===== config.mk =====
export PLATFORM = sky130hd
export DESIGN_NAME = uv_span_walker_flat
export DESIGN_NICKNAME = d
export VERILOG_FILES = /design/src/rtl/uv_span_walker_if.sv /design/src/rtl/uv_span_walker.sv /design/src/flat_wrapper.sv
export SDC_FILE = /design/constraint.sdc
export NUM_CORES = 1
export LEC_CHECK = 0
export ABC_AREA = 1
export CORE_ASPECT_RATIO = 0.5
export CORE_MARGIN = 3
export CORE_UTILIZATION = 54
export DETAILED_ROUTE_END_ITERATION = 6
export PLACE_DENSITY = 0.81
export SYNTH_ARGS = -nofsm -noshare
export SYNTH_HDL_FRONTEND = slang
export SYNTH_SLANG_ARGS = --single-unit
export TNS_END_PERCENT = 50

===== constraint.sdc =====
create_clock -name clk -period 2.9 [get_ports clk]
set_clock_uncertainty 0.15 [all_clocks]
set_input_delay 0.435 -clock clk [delete_from_list [all_inputs] [get_ports clk]]
set_output_delay 0.435 -clock clk [all_outputs]
set_load 0.03 [all_outputs]

===== src/rtl/uv_span_walker_if.sv =====
// Command and sample-request bundle for the UV span walker.
// master = walker side, slave = command source / texture unit side.
interface uv_span_walker_if #(
    parameter int CORD_WIDTH = 16,
    parameter int X_BITS     = 10,
    parameter int Y_BITS     = 10
);
    logic                  i_cmd_valid;
    logic                  o_cmd_ready;
    logic [X_BITS-1:0]     i_x0;
    logic [Y_BITS-1:0]     i_y0;
    logic [X_BITS-1:0]     i_width;
    logic [Y_BITS-1:0]     i_height;
    logic [CORD_WIDTH-1:0] i_u0;
    logic [CORD_WIDTH-1:0] i_v0;
    logic [CORD_WIDTH-1:0] i_du_dx;
    logic [CORD_WIDTH-1:0] i_dv_dy;
    logic                  o_req_valid;
    logic                  i_req_ready;
    logic [CORD_WIDTH-1:0] o_u_coord;
    logic [CORD_WIDTH-1:0] o_v_coord;
    logic [X_BITS-1:0]     o_pix_x;
    logic [Y_BITS-1:0]     o_pix_y;
    logic                  o_last;
    logic                  o_busy;

    modport master (
        input  i_cmd_valid, i_x0, i_y0, i_width, i_height,
        input  i_u0, i_v0, i_du_dx, i_dv_dy, i_req_ready,
        output o_cmd_ready, o_req_valid, o_u_coord, o_v_coord,
        output o_pix_x, o_pix_y, o_last, o_busy
    );

    modport slave (
        output i_cmd_valid, i_x0, i_y0, i_width, i_height,
        output i_u0, i_v0, i_du_dx, i_dv_dy, i_req_ready,
        input  o_cmd_ready, o_req_valid, o_u_coord, o_v_coord,
        input  o_pix_x, o_pix_y, o_last, o_busy
    );
endinterface


===== src/rtl/uv_span_walker.sv =====
// Walks an axis-aligned rectangle row-major, issuing one UV
// sample request per pixel with valid/ready backpressure.
module uv_span_walker #(
    parameter int CORD_WIDTH = 16,
    parameter int X_BITS     = 10,
    parameter int Y_BITS     = 10
) (
    input  logic             clk,
    input  logic             rst_n,
    uv_span_walker_if.master bus
);
    localparam logic [0:0] IDLE = 1'b0;
    localparam logic [0:0] WALK = 1'b1;

    localparam logic [X_BITS-1:0] X_ONE = X_BITS'(1);
    localparam logic [Y_BITS-1:0] Y_ONE = Y_BITS'(1);

    logic [0:0]            state;
    logic [X_BITS-1:0]     x0_q;
    logic [X_BITS-1:0]     width_q;
    logic [Y_BITS-1:0]     height_q;
    logic [CORD_WIDTH-1:0] u0_q;
    logic [CORD_WIDTH-1:0] du_q;
    logic [CORD_WIDTH-1:0] dv_q;
    logic [X_BITS-1:0]     col;
    logic [Y_BITS-1:0]     row;

    logic beat;
    logic row_end;
    logic last_row;
    logic next_is_last_row;

    assign bus.o_cmd_ready = (state == IDLE);

    assign beat     = bus.o_req_valid && bus.i_req_ready;
    assign row_end  = (col == width_q - X_ONE);
    assign last_row = (row == height_q - Y_ONE);
    assign next_is_last_row = (row + Y_ONE == height_q - Y_ONE);

    always_ff @(posedge clk or negedge rst_n) begin
        if (!rst_n) begin
            state           <= IDLE;
            x0_q            <= '0;
            width_q         <= '0;
            height_q        <= '0;
            u0_q            <= '0;
            du_q            <= '0;
            dv_q            <= '0;
            col             <= '0;
            row             <= '0;
            bus.o_req_valid <= 1'b0;
            bus.o_last      <= 1'b0;
            bus.o_busy      <= 1'b0;
            bus.o_u_coord   <= '0;
            bus.o_v_coord   <= '0;
            bus.o_pix_x     <= '0;
            bus.o_pix_y     <= '0;
        end else begin
            unique case (state)
                IDLE: begin
                    if (bus.i_cmd_valid) begin
                        x0_q     <= bus.i_x0;
                        width_q  <= bus.i_width;
                        height_q <= bus.i_height;
                        u0_q     <= bus.i_u0;
                        du_q     <= bus.i_du_dx;
                        dv_q     <= bus.i_dv_dy;
                        // empty rectangles are swallowed without a beat
                        if (bus.i_width != '0 && bus.i_height != '0) begin
                            state           <= WALK;
                            col             <= '0;
                            row             <= '0;
                            bus.o_pix_x     <= bus.i_x0;
                            bus.o_pix_y     <= bus.i_y0;
                            bus.o_u_coord   <= bus.i_u0;
                            bus.o_v_coord   <= bus.i_v0;
                            bus.o_req_valid <= 1'b1;
                            bus.o_busy      <= 1'b1;
                            bus.o_last      <= (bus.i_width == X_ONE) &&
                                               (bus.i_height == Y_ONE);
                        end
                    end
                end
                WALK: begin
                    if (beat) begin
                        if (bus.o_last) begin
                            state           <= IDLE;
                            bus.o_req_valid <= 1'b0;
                            bus.o_last      <= 1'b0;
                            bus.o_busy      <= 1'b0;
                        end else if (row_end) begin
                            col           <= '0;
                            row           <= row + Y_ONE;
                            bus.o_pix_x   <= x0_q;
                            bus.o_u_coord <= u0_q;
                            bus.o_pix_y   <= bus.o_pix_y + Y_ONE;
                            bus.o_v_coord <= bus.o_v_coord + dv_q;
                            bus.o_last    <= (width_q == X_ONE) &&
                                             next_is_last_row;
                        end else begin
                            col           <= col + X_ONE;
                            bus.o_pix_x   <= bus.o_pix_x + X_ONE;
                            bus.o_u_coord <= bus.o_u_coord + du_q;
                            bus.o_last    <= (col + X_ONE == width_q - X_ONE) &&
                                             last_row;
                        end
                    end
                end
                default: state <= IDLE;
            endcase
        end
    end
endmodule


===== src/flat_wrapper.sv =====
// flat-port wrapper written by rule: the top's interface ports become plain ports
module uv_span_walker_flat 
#(
    parameter int CORD_WIDTH = 16,
    parameter int X_BITS     = 10,
    parameter int Y_BITS     = 10
)
  (clk, rst_n, bus_i_cmd_valid, bus_i_x0, bus_i_y0, bus_i_width, bus_i_height, bus_i_u0, bus_i_v0, bus_i_du_dx, bus_i_dv_dy, bus_i_req_ready, bus_o_cmd_ready, bus_o_req_valid, bus_o_u_coord, bus_o_v_coord, bus_o_pix_x, bus_o_pix_y, bus_o_last, bus_o_busy);
  uv_span_walker_if #(.CORD_WIDTH(CORD_WIDTH), .X_BITS(X_BITS), .Y_BITS(Y_BITS)) bus_i ();
  input  logic clk;
  input  logic rst_n;
  input wire logic [$bits(bus_i.i_cmd_valid)-1:0] bus_i_cmd_valid;
  input wire logic [$bits(bus_i.i_x0)-1:0] bus_i_x0;
  input wire logic [$bits(bus_i.i_y0)-1:0] bus_i_y0;
  input wire logic [$bits(bus_i.i_width)-1:0] bus_i_width;
  input wire logic [$bits(bus_i.i_height)-1:0] bus_i_height;
  input wire logic [$bits(bus_i.i_u0)-1:0] bus_i_u0;
  input wire logic [$bits(bus_i.i_v0)-1:0] bus_i_v0;
  input wire logic [$bits(bus_i.i_du_dx)-1:0] bus_i_du_dx;
  input wire logic [$bits(bus_i.i_dv_dy)-1:0] bus_i_dv_dy;
  input wire logic [$bits(bus_i.i_req_ready)-1:0] bus_i_req_ready;
  output wire logic [$bits(bus_i.o_cmd_ready)-1:0] bus_o_cmd_ready;
  output wire logic [$bits(bus_i.o_req_valid)-1:0] bus_o_req_valid;
  output wire logic [$bits(bus_i.o_u_coord)-1:0] bus_o_u_coord;
  output wire logic [$bits(bus_i.o_v_coord)-1:0] bus_o_v_coord;
  output wire logic [$bits(bus_i.o_pix_x)-1:0] bus_o_pix_x;
  output wire logic [$bits(bus_i.o_pix_y)-1:0] bus_o_pix_y;
  output wire logic [$bits(bus_i.o_last)-1:0] bus_o_last;
  output wire logic [$bits(bus_i.o_busy)-1:0] bus_o_busy;
  assign bus_i.i_cmd_valid = bus_i_cmd_valid;
  assign bus_i.i_x0 = bus_i_x0;
  assign bus_i.i_y0 = bus_i_y0;
  assign bus_i.i_width = bus_i_width;
  assign bus_i.i_height = bus_i_height;
  assign bus_i.i_u0 = bus_i_u0;
  assign bus_i.i_v0 = bus_i_v0;
  assign bus_i.i_du_dx = bus_i_du_dx;
  assign bus_i.i_dv_dy = bus_i_dv_dy;
  assign bus_i.i_req_ready = bus_i_req_ready;
  assign bus_o_cmd_ready = bus_i.o_cmd_ready;
  assign bus_o_req_valid = bus_i.o_req_valid;
  assign bus_o_u_coord = bus_i.o_u_coord;
  assign bus_o_v_coord = bus_i.o_v_coord;
  assign bus_o_pix_x = bus_i.o_pix_x;
  assign bus_o_pix_y = bus_i.o_pix_y;
  assign bus_o_last = bus_i.o_last;
  assign bus_o_busy = bus_i.o_busy;
  uv_span_walker #(.CORD_WIDTH(CORD_WIDTH), .X_BITS(X_BITS), .Y_BITS(Y_BITS)) u_core (.clk(clk), .rst_n(rst_n), .bus(bus_i));
endmodule

==> impl_metrics.ini <==
[outcome]
status = finished, final reports clean

[clock_network]
cts_resized = 0
clock-root-buffer = clkbuf_16
cts_made_buffers = 17
path_clk_slew_ns = 0.06
insertion_delay_ns = 0.43
cts_tree = yes
cts_buffer_depth = 2
clkSinkCount = 153
ctsHtreeMaxLevel = 4

[power]
power.total_mw = 16.01
irDropWorstVdd_v = 0.0007598
p_per_area_mw_per_mm2 = 1315
p_leak_nw = 5.656

[placed_design]
gp_congestion = 0.9364
place_ws_ns = -0.02649
dp_hpwl_mm = 19.04
portBuffers = 163

[final_layout]
syn_to_final_growth_pct = 25.55
nNetsFinal = 1545
final_common_cell = nand2_1
drive_gt1_share_pct = 9.142
layout_common_cells = nand2_1, clkdlybuf4s50_1, dfrtp_1, nor2_1, inv_1
diodes = 0
utilization_pct = 71.74

[critical_path]
arrival_ns = 2.86
required_ns = 3.07
crit_top_cell = nand2_1
r2r-end = u_core.row[5]
cp-end-kind = flip-flop
regToRegStartpoint = u_core.width_q[0]
path_max_fanout = 27
ff2ff_setup_slack_ns = 0.22
path_class = reg2reg
worstPathCellList = inv_1 > ha_1 > nand2_1 > nor2_1 > nand2_1 > nand2_1 > nand2_1 > nand2_1 > nand2_1 > nor2_1 > nand3_2 > nand2_4 > inv_4 > nor2_8 > buf_12 > nand4_1 > o21ai_0
slowest_stage = dfrtp_1
cp-start-kind = flip-flop
r2r_cells = 17
crit_end = u_core.row[5]
setup.worst_path.start = u_core.width_q[0]
critPathMaxStageDelay_ns = 0.37

[detailed_routing]
firstDrtPassIters = 6
vias = 9161
wirelength_mm = 26.91
routedWlPerCell_um = 16.43
ant_nets = 0
dr.first_iter.drc_count = 667
viasPerCell = 5.593
drcViolationCount = 0

[floorplanning]
io_pins = 164
fp-row-count = 33
die_area_mm2 = 0.01970
initial_utilization_pct = 57.14
die_y_um = 100.8
die_w_um = 195.5
core_area_mm2 = 0.01697

[grt]
overflow = 0
grt_usage_pct = 27.11
grt_pass1_vias = 8825
grt_max_degree = 101
grt_pass1_wl_mm = 43.13
antenna_found_initial = 0

[sta]
maxSlewHeadroom_pct = 21.80
tightest_slew_ns = 1.173
setup_slack_ns = 0.2168
slew_violations = 0
setup_viol = 0
holdWs_ns = 0.3545
period_minus_slack_ns = 2.683
fmax_ghz = 0.3727
rsz0062_at_grt = false
finalHoldViolCount = 0
timing.final.crit_share_pct = 92.52

[logic_synthesis]
synth_top_area_share_pct = 39.48
synth_cells = 1245
synthFlopType = dfrtp_1
async_flop_share_pct = 100.0
yosysTopAreaCell = dfrtp_1
synth_area_mm2 = 0.009697
synth_nets = 1392
synth-seq-cells = 153
ys_warn_count = 0
ys_types = 44
ys_seq_area_share_pct = 39.48
synth_edf_count = 0
yosys-top-cells-area = dfrtp_1, nand2_1, mux2_2
synth.avg_cell_area_um2 = 7.789

[run]
drv_cap = 0

[hold_path]
hold_class = reg2reg
worst max-delay path: cells and delay by family (launching register included):
family	cells	cell delay [ns]
AND/OR/NAND/NOR	12	1.26
adder cells (fa/ha/maj)	1	0.21
AO/OA/AOI/OAI	1	0.16
flip-flops	1	0.37
buffers and inverters	3	0.41
routing by layer:
metal	GRT usage, %	vias up	wire length (µm)
met3	4.875	42	1738
li1	-	4425	-
met5	0	-	0
met1	35.97	4364	11890
met2	45.43	330	12620
met4	9.360	0	653
what timing repair did:
action	CTS	global route
endpoints found under the hold margin	75	0
endpoints found under the setup margin	0	19
hold buffers	1	0
buffers inserted	0	2
cell families (layout without fill, tap and decap cells):
kind of cell / count (synthesis) / in the layout / synth area share [%]
AOI/OAI and AO/OA: 240 / 240 / 13.65
xor gates and xnor gates: 56 / 56 / 5.058
adders and majority gates: 39 / 39 / 5.187
buffers and inverters: 163 / 329 / 6.968
DFF: 153 / 153 / 39.48
muxes: 56 / 56 / 6.503
and+or+nand+nor: 538 / 538 / 23.15
through the flow:
stage          setup TNS, ns  cells  area [µm²]
2_1_floorplan              0   1245        9697
3_3_place_gp               0   1602       11550
3_5_place_dp        -0.02649   1602       11550
4_1_cts                    0   1635       12130
5_1_grt                    0   1638       12170
6_report                   0   1638       12170
cell usage after synthesis (all sizes together), types with 15 or more instances:
library cell / number
dfrtp: 153
o211ai: 15
clkbuf: 30
nand4: 17
inv: 115
a21oi: 86
xnor2: 25
nand3: 68
o21ai: 101
buf: 17
nor2: 128
mux2: 56
xor2: 31
nand2: 301
ha: 37
state kept, by name, summed over array words and instances (netlist names):
signal and cells:
u_core.du_q 16, u_core.bus.o_busy 1, u_core.x0_q 10, u_core.width_q 10, u_core.bus.o_u_coord 16, u_core.bus.o_last 1
u_core.state 1, u_core.row 10, u_core.bus.o_pix_y 10, u_core.u0_q 16, u_core.dv_q 16, u_core.height_q 10
u_core.bus.o_pix_x 10, u_core.col 10, u_core.bus.o_v_coord 16
worst min path at each step:
stage | startpoint | to | cells past startpoint
after floorplan | rst_n | u_core.bus.o_busy | 0
after global placement | u_core.x0_q[9] | u_core.x0_q[9] | 1
after detailed placement | u_core.u0_q[9] | u_core.u0_q[9] | 1
after CTS | u_core.u0_q[9] | u_core.u0_q[9] | 1
after global routing | u_core.u0_q[9] | u_core.u0_q[9] | 1
final | u_core.u0_q[9] | u_core.u0_q[9] | 1
power by group:
part | switching, mW | total [mW] | internal (mW)
Combinational | 5.72 | 9.62 | 3.90
Sequential | 1.01 | 4.19 | 3.18
Clock | 0.970 | 2.20 | 1.23
layout make-up:
cell class	instances	area, µm²
clock inverters	13	132.6
repair buffers	181	1838
inverters	116	439.2
flip-flops and latches	153	3830
multi-input cells	929	5207
clock buffers	19	442.9
well taps	227	284.0
fillers	1336	4796
No activity file was read; power rests on OpenSTA's default activity.
==> edit 1: new RTL, same settings <==
`X_BITS` is set to 10 in 3 places; all go to 20.
--- a/src/rtl/uv_span_walker_if.sv
+++ b/src/rtl/uv_span_walker_if.sv
@@ -2,7 +2,7 @@
 // master = walker side, slave = command source / texture unit side.
 interface uv_span_walker_if #(
     parameter int CORD_WIDTH = 16,
-    parameter int X_BITS     = 10,
+    parameter int X_BITS     = 20,
     parameter int Y_BITS     = 10
 );
     logic                  i_cmd_valid;
--- a/src/rtl/uv_span_walker.sv
+++ b/src/rtl/uv_span_walker.sv
@@ -2,7 +2,7 @@
 // sample request per pixel with valid/ready backpressure.
 module uv_span_walker #(
     parameter int CORD_WIDTH = 16,
-    parameter int X_BITS     = 10,
+    parameter int X_BITS     = 20,
     parameter int Y_BITS     = 10
 ) (
     input  logic             clk,
--- a/src/flat_wrapper.sv
+++ b/src/flat_wrapper.sv
@@ -2,7 +2,7 @@
 module uv_span_walker_flat 
 #(
     parameter int CORD_WIDTH = 16,
-    parameter int X_BITS     = 10,
+    parameter int X_BITS     = 20,
     parameter int Y_BITS     = 10
 )
   (clk, rst_n, bus_i_cmd_valid, bus_i_x0, bus_i_y0, bus_i_width, bus_i_height, bus_i_u0, bus_i_v0, bus_i_du_dx, bus_i_dv_dy, bus_i_req_ready, bus_o_cmd_ready, bus_o_req_valid, bus_o_u_coord, bus_o_v_coord, bus_o_pix_x, bus_o_pix_y, bus_o_last, bus_o_busy);
Interface: changed (resized bus_i_width, bus_i_x0 and bus_o_pix_x); port bits go from 164 to 194. No check against the original RTL was run, so the function may have changed too.
==> edit 1 against the unedited design <==
  * Hold slack worse by 0.038 ns
  * Sequential power is 27% higher
  * Highest routed layer unchanged
  * Sequential share of layout area is 1.9 points lower
  * Sequential cell count is 40 higher
  * Setup slack worse by 0.029 ns
  * Power is 25% higher
  * Area after synthesis is 35% higher
  * Combinational power is 26% higher
  * Final area is 34% higher
  * Critical path type unchanged
  * Wire length is 40% higher
  * Global-route usage is 1.7 points higher
==> edit 1: results (changes against the unedited design) <==
| Metric | Value |
|---|---|
| Status | `completed (unchanged)` |
| Comb pwr | `12.1 mW (was 9.62 mW)` |
| Largest net degree at the start of global routing | `72 (was 101)` |
| Mapped Cells | `1,787 (was 1,245)` |
| Filler Cells Inserted | `1,927 (was 1,336)` |
| Most used DFF post-synth | `dfrtp_1 (unchanged)` |
| Synth Net Count | `1,954 (was 1,392)` |
| Dpl hpwl | `27,020 um (was 19,040 um)` |
| Synth warnings | `0 (unchanged)` |
| RR Startpoint | `u_core.width_q[4] (was u_core.width_q[0])` |
| Post-detailed-routing wire length | `37,680 um (was 26,910 um)` |
| H-Tree Depth | `4 (unchanged)` |
| Leakage power total | `7.716 nW (was 5.656 nW)` |
| Worst reg2reg path depth | `16 (was 17)` |
| Sequential power | `5.34 mW (was 4.19 mW)` |
| Worst Hold Class | `in2async (was reg2reg)` |
| Num CTS Buffers | `17 (unchanged)` |
| Iteration-0 DRC Markers | `1,108 (was 667)` |
| Number of global-route vias before repair | `12,091 (was 8,825)` |
| CP Max Fanout | `11 (was 27)` |
| GPL Wtd Cong | `0.9292 (was 0.9364)` |
| Total number of vias | `12,610 (was 9,161)` |
| Most instantiated cells after synthesis | `nand2_1, dfrtp_1, inv_1, nand3_1, nor2_1 (was nand2_1, dfrtp_1, nor2_1, inv_1, o21ai_0)` |
| Cells after DPL | `2,264 (was 1,602)` |
| Reg clk slew, reported paths | `~0.07 ns` |
| Register area share after synthesis | `36.87% (was 39.48%)` |
| CTS root buf | `clkbuf_16 (unchanged)` |
| IO Port Bufs | `193 (was 163)` |
| Clock buffer depth | `2 (unchanged)` |
| Synth area leaders | `dfrtp_1, nand2_1, nand3_1 (was dfrtp_1, nand2_1, mux2_2)` |
| Switch Pwr | `9.654 mW (was 7.700 mW)` |
| Post-synth cell types | `44 (unchanged)` |
| Fmax | `368.7 MHz (was 372.7 MHz)` |
| Routed len/inst | `16.40 um (was 16.43 um)` |
| Worst R2R Setup Slack | `0.19 ns (was 0.22 ns)` |
| VDD IR max | `0.0007380 V (was 0.0007598 V)` |
| Worst Max-Slew Pin Slew | `0.7752 ns (was 1.173 ns)` |
| Initial antenna violation count | `0 (unchanged)` |
| Worst Path Arrival | `2.89 ns (was 2.86 ns)` |
| First-pass GRT wire length | `60,380 um (was 43,130 um)` |
| Final net count | `2,146 (was 1,545)` |
| Clk Latency, worst-skew pair | `0.46 ns (was 0.43 ns)` |
| Reg2Reg Capture Point | `u_core.col[10] (was u_core.row[5])` |
| Total Routing Usage GR | `28.81% (was 27.11%)` |
| Share of layout cells above drive strength 1 | `11.15% (was 9.142%)` |
edit 1: cell count changes after synthesis, sizes merged, moves of 8 or more:
| cell | change |
|---|---|
| nand2 | +219 |
| nand3 | +97 |
| inv | +73 |
| dfrtp | +40 |
| nor2 | +39 |
| nand3b | +21 |
| a21oi | +17 |
| xor2 | +16 |
| o211ai | -15 |
| nand4 | +11 |
| a31oi | -10 |
| mux2 | +10 |
| clkbuf | +8 |
edit 1: timing repair:
action,in CTS,in global routing
endpoints found under the hold margin,35,0
hold buffers,1,0
gates resized for setup,0,26
buffers inserted,0,1
setup endpoints to repair,0,87
edit 1: through the flow:
step | hold slack (ns) | setup TNS (ns) | cell area (sq um) | worst slack, ns | total power, mW
2_1_floorplan | -0.01059 | 0 | 13100 | 0.3612 | 13.58
3_3_place_gp | 0.2325 | 0 | 15560 | 0.01138 | 16.84
3_5_place_dp | 0.2368 | -1.236 | 15560 | -0.08202 | 17.08
4_1_cts | 0.3077 | 0 | 16190 | 0.003578 | 19.74
5_1_grt | 0.3468 | -0.0002427 | 16320 | -0.0002427 | 21.64
6_report | 0.3162 | 0 | 16320 | 0.1877 | 19.95
edit 1: per-layer routing:
metal / track usage [%] / vias to the layer above / routed length (um)
li1: - / 6211 / -
met2: 47.11 / 390 / 17280
met5: 0 / - / 0
met3: 4.972 / 70 / 2296
met1: 39.03 / 5939 / 17010
met4: 10.75 / 0 / 1086
edit 1: cell type report:
type,count,area (sq um),area share [%]
well taps,307,384.1,2.354
inverters,189,721.9,4.425
multi-input cells,1344,7343,45.01
flip-flops and latches,193,4831,29.61
repair buffers,234,2415,14.80
clock buffers,19,442.9,2.715
clock inverters,12,177.7,1.089
edit 1: kinds of logic (layout without fill, tap and decap cells):
kind of cell	Yosys count	count (layout)	synth area share, %
mux	66	66	5.674
flops	193	193	36.87
compound gates	241	241	10.46
xor+xnor	69	69	4.614
fa+ha+maj	39	39	3.840
buf+inv	250	454	7.700
simple gates	929	929	30.84
edit 1: worst max-delay path: stages (launching register included):
cell and delay [ns]:
dfrtp_1 0.47, nor2_2 0.18, nand2_1 0.17, nor2_4 0.18
nand2_1 0.14, nand2_1 0.14, nor2_1 0.05, nor2_1 0.11
nand2_1 0.10, nor2_4 0.14, nand3_4 0.13, nand2_4 0.10
buf_4 0.16, inv_1 0.07, buf_12 0.15, nand3_1 0.06
o21ai_0 0.10
edit 1: worst max path at each step:
stage                                  startpoint                       end  cells past startpoint
after floorplan           u_core.bus.o_u_coord[0]  u_core.bus.o_u_coord[12]                     17
after global placement             bus_i_width[5]             u_core.row[0]                     14
after detailed placement           bus_i_width[5]             u_core.row[0]                     14
after CTS                       u_core.width_q[0]             u_core.row[0]                     18
after global routing            u_core.width_q[4]            u_core.col[10]                     16
final                           u_core.width_q[4]            u_core.col[10]                     16
==> edit 2: new RTL, config.mk and constraints unchanged <==
Made on the original files. Reset style: synchronous (`rst_n`), changed in one clocked block.
--- a/src/rtl/uv_span_walker.sv
+++ b/src/rtl/uv_span_walker.sv
@@ -37,7 +37,7 @@
     assign last_row = (row == height_q - Y_ONE);
     assign next_is_last_row = (row + Y_ONE == height_q - Y_ONE);
 
-    always_ff @(posedge clk or negedge rst_n) begin
+    always_ff @(posedge clk) begin
         if (!rst_n) begin
             state           <= IDLE;
             x0_q            <= '0;
Check against the original RTL: differs if rst_n is asserted again (counterexample within 4 cycles, from zero or initial values and one cycle with rst_n low); with rst_n held inactive, the same outputs for 4 cycles.
==> edit 2 against the unedited design <==
  * Area after synthesis shrank 5.1%
  * Synthesized cell count is 11% higher
  * Final area is 4.3% lower
  * Wire length up 5.6%
  * Setup slack better by 0.014 ns
  * Sequential cell count unchanged
  * Global-route usage grew 3.0 points
  * Cell count increased by 7.8%
Power is not compared: it rests on default switching activity, and its combinational part moved more than twofold at a synthesized area within 25%.
==> edit 2: results (changes against the unedited design) <==
| Metric | Value |
|---|---|
| Post-synth cell types | `45 (was 44)` |
| Post-detailed-routing wire length | `28,400 um (was 26,910 um)` |
| CP max stage cell | `dfxtp_1 (was dfrtp_1)` |
| Filler Cells Inserted | `1,422 (was 1,336)` |
| WL met1 | `12,410 um (was 11,890 um)` |
| GPL Wtd Cong | `1.006 (was 0.9364)` |
| Met1 Use GR | `39.08% (was 35.97%)` |
| Slew margin rel. | `51.81% (was 21.80%)` |
| Crit. Startpoint | `u_core.width_q[1] (was u_core.width_q[0])` |
| Worst Path Arrival | `2.87 ns (was 2.86 ns)` |
| Max incr delay on CP | `0.34 ns (was 0.37 ns)` |
| Via-per-instance ratio | `5.564 (was 5.593)` |
| PnR worst setup slack | `0.2307 ns (was 0.2168 ns)` |
| Mapped Cells | `1,379 (was 1,245)` |
| First-pass GRT wire length | `46,120 um (was 43,130 um)` |
| Worst Hold Class | `in2reg (was reg2reg)` |
| CP Max Fanout | `7 (was 27)` |
| Status | `completed (unchanged)` |
| Synth Area in Adders | `5.463% (was 5.187%)` |
| Share of layout cells above drive strength 1 | `6.372% (was 9.142%)` |
| Met2 Track Usage GR | `51.31% (was 45.43%)` |
| Most instantiated cells after synthesis | `nand2_1, nor2_1, o21ai_0, dfxtp_1, a21oi_1 (was nand2_1, dfrtp_1, nor2_1, inv_1, o21ai_0)` |
| Setup WS pre-CTS | `-0.01069 ns (was -0.02649 ns)` |
| Synth area leaders | `dfxtp_1, nand2_1, o21ai_0 (was dfrtp_1, nand2_1, mux2_2)` |
| Cells after DPL | `1,730 (was 1,602)` |
| Dpl hpwl | `20,680 um (was 19,040 um)` |
| Post-DP Area | `11,050 sq um (was 11,550 sq um)` |
| Post-synthesis mux area share | `0% (was 6.503%)` |
| DRT Pass-1 Iters | `7 (was 6)` |
| Register area share after synthesis | `33.27% (was 39.48%)` |
| Met2 Wirelength | `13,400 um (was 12,620 um)` |
| Post-Synth XOR/XNOR Area | `4.716% (was 5.058%)` |
[edit 2: cell count changes in the layout (fill, tap and decap cells not counted), moves of 9 or more]
cell / delta
a31oi_1: -9
o21ai_1: +10
xnor2_1: -10
o21ai_0: +68
dfrtp_1: -152
a21oi_1: +41
mux2_2: -56
nor2_1: +77
dfxtp_1: +152
nand2_1: -18
buf_4: +12
[edit 2: cell type report]
class,count,share of cell area [%]
flip-flops and latches,153,26.31
repair buffers,189,15.98
inverters,110,3.566
multi-input cells,1054,46.75
clock inverters,14,1.182
well taps,227,2.439
clock buffers,18,3.771
[edit 2: worst min path at each step]
stage                    startpoint  cells past startpoint  slack [ns]         endpoint
floorplan           u_core.u0_q[11]                      2        0.30  u_core.u0_q[11]
global placement     u_core.u0_q[5]                      2        0.31   u_core.u0_q[5]
detailed placement  u_core.u0_q[10]                      2        0.32  u_core.u0_q[10]
CTS                           rst_n                      3        0.31  u_core.dv_q[12]
global route                  rst_n                      3        0.35  u_core.dv_q[13]
finish                        rst_n                      3        0.32  u_core.dv_q[12]
